File: config.mk
export PLATFORM = sky130hd
export DESIGN_NAME = pr_timer
export DESIGN_NICKNAME = d
export VERILOG_FILES = /design/src/rtl/pr_timer.sv
export SDC_FILE = /design/constraint.sdc
export NUM_CORES = 1
export LEC_CHECK = 0
export BUFFER_PORTS_ARGS = -buffer_cell sky130_fd_sc_hd__buf_2
export CAP_MARGIN = 40
export CORE_ASPECT_RATIO = 1.1
export CORE_MARGIN = 2
export CORE_UTILIZATION = 50
export CTS_CLUSTER_DIAMETER = 200
export DETAILED_ROUTE_END_ITERATION = 7
export GPL_TIMING_DRIVEN = 0
export MAX_ROUTING_LAYER = met4
export PLACE_DENSITY = 0.8
export SYNTH_ARGS = -nofsm -noshare
export SYNTH_HDL_FRONTEND = slang
export SYNTH_SLANG_ARGS = --single-unit
File: constraint.sdc
create_clock -name clk -period 3.3 [get_ports clk]
set_clock_uncertainty 0.15 [all_clocks]
set_input_delay 0 -clock clk [delete_from_list [all_inputs] [get_ports clk]]
set_output_delay 0 -clock clk [all_outputs]
set_load 0.02 [all_outputs]
File: src/rtl/pr_timer.sv
// rtl/pr_timer.sv - bus-mapped down-counting timer with prescaler, one-shot/auto-reload modes and masked irq
module pr_timer #(
    parameter int PRESCALE = 1
) (
    input  logic        clk,
    input  logic        reset,
    input  logic        sel,
    input  logic [1:0]  addr,
    input  logic        we,
    input  logic [3:0]  mask,
    input  logic [31:0] wdata,
    output logic [31:0] rdata,
    output logic        irq
);

    typedef enum logic [1:0] {
        S_IDLE = 2'd0,
        S_CNT  = 2'd1,
        S_INT  = 2'd2
    } state_t;

    localparam logic [15:0] PSC_LAST = 16'(PRESCALE - 1);
    localparam logic [1:0]  A_CTRL   = 2'd0;
    localparam logic [1:0]  A_PRESET = 2'd1;
    localparam logic [1:0]  A_COUNT  = 2'd2;

    state_t      r_state;
    state_t      w_state_nxt;
    logic        r_en;
    logic [1:0]  r_mode;
    logic        r_im;
    logic [31:0] r_preset;
    logic [31:0] r_count;
    logic [15:0] r_psc;
    logic        r_irq_flag;

    logic [31:0] w_count_nxt;
    logic [15:0] w_psc_nxt;
    logic        w_flag_set;
    logic        w_flag_clr;
    logic        w_en_clr;
    logic        w_wr_ctrl;
    logic        w_wr_preset;
    logic        w_tick;
    logic        w_auto_reload;
    logic [31:0] w_preset_merged;

    assign w_wr_ctrl     = sel && we && (addr == A_CTRL);
    assign w_wr_preset   = sel && we && (addr == A_PRESET);
    assign w_tick        = (r_psc == PSC_LAST);
    // Only MODE=1 reloads; the reserved encodings behave as one-shot.
    assign w_auto_reload = (r_mode == 2'd1);

    always_comb begin
        for (int i = 0; i < 4; i++) begin
            w_preset_merged[8*i +: 8] = mask[i] ? wdata[8*i +: 8] : r_preset[8*i +: 8];
        end
    end

    always_comb begin
        w_state_nxt = r_state;
        w_count_nxt = r_count;
        w_psc_nxt   = r_psc;
        w_flag_set  = 1'b0;
        w_flag_clr  = 1'b0;
        w_en_clr    = 1'b0;
        case (r_state)
            S_IDLE: begin
                if (r_en) begin
                    w_count_nxt = r_preset;
                    w_psc_nxt   = 16'd0;
                    w_state_nxt = S_CNT;
                end
            end
            S_CNT: begin
                if (!r_en) begin
                    w_state_nxt = S_IDLE;
                end else if (w_tick) begin
                    w_psc_nxt = 16'd0;
                    if (r_count <= 32'd1) begin
                        w_count_nxt = 32'd0;
                        w_flag_set  = 1'b1;
                        w_state_nxt = S_INT;
                    end else begin
                        w_count_nxt = r_count - 32'd1;
                    end
                end else begin
                    w_psc_nxt = r_psc + 16'd1;
                end
            end
            S_INT: begin
                if (w_auto_reload) begin
                    w_count_nxt = r_preset;
                    w_psc_nxt   = 16'd0;
                    w_flag_clr  = 1'b1;
                    w_state_nxt = S_CNT;
                end else begin
                    w_en_clr    = 1'b1;
                    w_state_nxt = S_IDLE;
                end
            end
            default: begin
                w_state_nxt = S_IDLE;
            end
        endcase
    end

    always_ff @(posedge clk or negedge reset) begin
        if (!reset) begin
            r_state <= S_IDLE;
            r_count <= 32'd0;
            r_psc   <= 16'd0;
        end else begin
            r_state <= w_state_nxt;
            r_count <= w_count_nxt;
            r_psc   <= w_psc_nxt;
        end
    end

    // Bus writes to CTRL override the FSM's EN clear and always drop the flag.
    always_ff @(posedge clk or negedge reset) begin
        if (!reset) begin
            r_en       <= 1'b0;
            r_mode     <= 2'd0;
            r_im       <= 1'b0;
            r_preset   <= 32'd0;
            r_irq_flag <= 1'b0;
        end else begin
            if (w_wr_ctrl && mask[0]) begin
                r_en   <= wdata[0];
                r_mode <= wdata[2:1];
                r_im   <= wdata[3];
            end else if (w_en_clr) begin
                r_en <= 1'b0;
            end
            if (w_wr_ctrl) begin
                r_irq_flag <= 1'b0;
            end else if (w_flag_set) begin
                r_irq_flag <= 1'b1;
            end else if (w_flag_clr) begin
                r_irq_flag <= 1'b0;
            end
            if (w_wr_preset) begin
                r_preset <= w_preset_merged;
            end
        end
    end

    always_comb begin
        rdata = 32'd0;
        if (sel) begin
            case (addr)
                A_CTRL:   rdata = {28'd0, r_im, r_mode, r_en};
                A_PRESET: rdata = r_preset;
                A_COUNT:  rdata = r_count;
                default:  rdata = 32'd0;
            endcase
        end
    end

    assign irq = r_irq_flag & r_im;

endmodule

==> results.py <==
metrics = {
    "placed_design": {
        "portBuffers": 73,
        "hpwl_mm": 11.31,
        "preCtsSetupSlack_ns": -0.08544,
        "dp.cells": 756,
        "globalplace.congestion": 0.9512,
    },
    "worst_setup_path": {
        "worstPathMaxFanout": 10,
        "crit_required_ns": 3.39,
        "reg2reg_setup_slack_ns": 0.16,
        "setup.worst_path.end_class": "register",
        "crit_path_start_kind": "register",
        "critical_path.cell_chain": "inv_1, ha_1, nor3b_1, a41oi_1, nor2_2, clkbuf_1, o31ai_1, a22o_1",
        "worstReg2RegStart": "r_psc[0]",
        "slowest_delay_ns": 0.53,
        "cp.arrival_ns": 3.22,
        "crit_type": "reg2reg",
        "slowest_stage": "clkbuf_1",
        "cp-startpoint": "r_psc[0]",
    },
    "route": {
        "wl_mm": 16.83,
        "first_pass_iters": 6,
        "viasPerCell": 6.420,
        "drt_iter0_markers": 581,
        "via_count": 5194,
        "avgRoutedWirePerCell_um": 20.81,
        "drtAntennaViolNets": 0,
        "drc": 0,
    },
    "logic_synthesis": {
        "synth_edf_count": 0,
        "ys_seq_elements": 87,
        "ys_async_sr_fraction": 1.000,
        "synth_top_cell_area_share": 0.4179,
        "syn_inst": 558,
        "syn-num-nets": 604,
        "postSynthAreaPerCell_sq_um": 9.337,
        "ys.flop_type": "dfrtp_1",
        "yosysSeqAreaShare": 0.4179,
        "synth_cell_types": 58,
        "yosysTopAreaCell": "dfrtp_1",
        "synthTopCellsByArea": "dfrtp_1 42%, mux2_2 7.6%, a22oi_1 5.2%, nand2_1 4.0%, nor2b_1 3.7%",
        "syn-cell-area_sq_um": 5210,
        "ys_warn_count": 0,
    },
    "floorplan": {
        "die_h_um": 111.1,
        "core-area_sq_um": 10250,
        "die-area_sq_um": 11250,
        "ioPinCount": 75,
        "placementRows": 39,
        "die_w_um": 101.3,
        "initial_core_util": 0.5084,
    },
    "clocking": {
        "cts_root_buf": "clkbuf_16",
        "clk_pin_slew_ns": 0.07,
        "cts_tree": "built",
        "cts_made_buffers": 9,
        "clk_latency_ns": 0.35,
        "h-tree-depth": 3,
        "clock_path_buffers": 2,
        "cts_setup_buffers": 0,
        "cts.sinks": 87,
    },
    "sta": {
        "worst_slew_margin_rel": 0.4521,
        "slew_viol_final": 0,
        "finalSetupViolCount": 0,
        "fmaxAchievable_ghz": 0.3188,
        "finalCritPeriodShare": 0.9506,
        "final.setup.worst_slack_ns": 0.1631,
        "hold_slack_ns": 0.05119,
        "min_period_ns": 3.137,
        "worstMarginPinSlew_ns": 0.8155,
        "rsz0062_at_grt": "false",
        "hold_viol": 0,
    },
    "status": {
        "status": "complete, no violations",
    },
    "global_routing": {
        "grt_max_degree": 48,
        "antenna_found_initial": 0,
        "grt_usage": 0.3162,
        "grt_pass1_vias": 5248,
        "grt_pass1_wl_mm": 26.83,
        "gr-total-overflow": 0,
    },
    "cells_and_area": {
        "num_antenna_cells": 0,
        "fillers": 865,
        "most-common-layout-cells": "87 x dfrtp_1, 75 x buf_2, 56 x nand2_1",
        "area_delta_synth_final_pct": 24.47,
        "fin_util": 0.6328,
        "layout_commonest_cell": "dfrtp_1",
        "fin_cells": 809,
        "nNetsFinal": 727,
        "layout-drive-gt1-share": 0.2070,
    },
    "pwr": {
        "irDropWorstVdd_uv": 310.1,
        "leakagePower_nw": 2.741,
        "power.total_mw": 4.350,
        "powerDensity_nw_per_um2": 670.8,
    },
    "worst_hold_path": {
        "holdCritPathClass": "in2async",
    },
    "flow_run": {
        "cap_violations": 0,
    },
}
-- synthesized netlist by cell type, types with 7 or more instances --
cell,count
dfrtp_1,87
nand2_1,56
a22oi_1,36
clkbuf_1,35
mux2_2,35
nor2_1,34
nor2b_1,31
o21ai_0,20
nand3_1,17
o31ai_1,16
nor3_1,15
nor4_1,12
nand4_1,11
and2_1,10
inv_1,10
a22o_1,9
o221ai_1,8
or4_1,8
mux2i_1,7
o21ai_1,7
o41ai_1,7
-- metrics by stage --
step / cell area [sq um] / TNS [ns]
after floorplan: 5210 / 0
after global placement: 5729 / 0
after detailed placement: 5763 / -0.2625
after CTS: 6450 / 0
after global routing: 6485 / 0
final: 6485 / 0
-- registers in the layout, indices dropped and copies added (netlist names) --
signal	count
r_mode	2
r_count	32
r_irq_flag	1
r_state	2
r_en	1
r_im	1
r_preset	32
r_psc	16
-- cells by family after synthesis --
logic type / share of synthesized area
AOI/OAI and AO/OA: 0.2027
and+or+nand+nor: 0.2238
xor gates and xnor gates: 0.01513
DFF: 0.4179
buffers and inverters: 0.04179
muxes: 0.08910
adders and majority gates: 0.009607
-- power breakdown --
group	internal, mW	total [mW]	switching, mW
clock network	0.661	1.10	0.443
logic	0.610	1.52	0.915
registers	1.36	1.72	0.359
-- timing repair --
action                                  CTS  global route
endpoints found under the setup margin    9            17
hold buffers                             37             0
endpoints found under the hold margin   124             0
pin swaps                                 0             0
resized for setup                         1             7
-- critical path: cells and delay by family, from the launching register on --
family,cells,cell delay (ns)
adders and majority gates,1,0.13
buffers and inverters,2,0.60
AOI/OAI and AO/OA,3,0.81
and+or+nand+nor,2,0.92
DFF,1,0.41
-- per-layer routing --
layer | part of all wire | vias to the layer above | global-route usage
li1 | - | 2350 | -
met1 | 0.40 | 2497 | 0.3926
met2 | 0.49 | 283 | 0.4989
met3 | 0.076 | 64 | 0.04855
met4 | 0.042 | 0 | 0.1577
met5 | 0 | - | -
-- final cells by class --
type | count | area (sq um) | share of cell area
buffer | 43 | 181.4 | 0.02798
clock buffer | 10 | 229.0 | 0.03531
clock inverter | 6 | 85.08 | 0.01312
inverter | 10 | 37.54 | 0.005788
multi-input combinational | 418 | 2851 | 0.4397
sequential | 87 | 2177 | 0.3357
tap | 123 | 153.9 | 0.02373
timing repair buffer | 112 | 769.5 | 0.1187
-- worst paths after layout --
| path | to | depth (start not counted) |
|---|---|---|
| max | r_count[24] | 8 |
| min | r_count[4] | 2 |
| max reg2reg | r_count[24] | 8 |
| min reg2reg | r_psc[0] | 1 |
| max in group asynchronous | r_preset[3] | 3 |
| min in group clk | r_preset[8] | 3 |
Power figures use the tool's default switching activity.
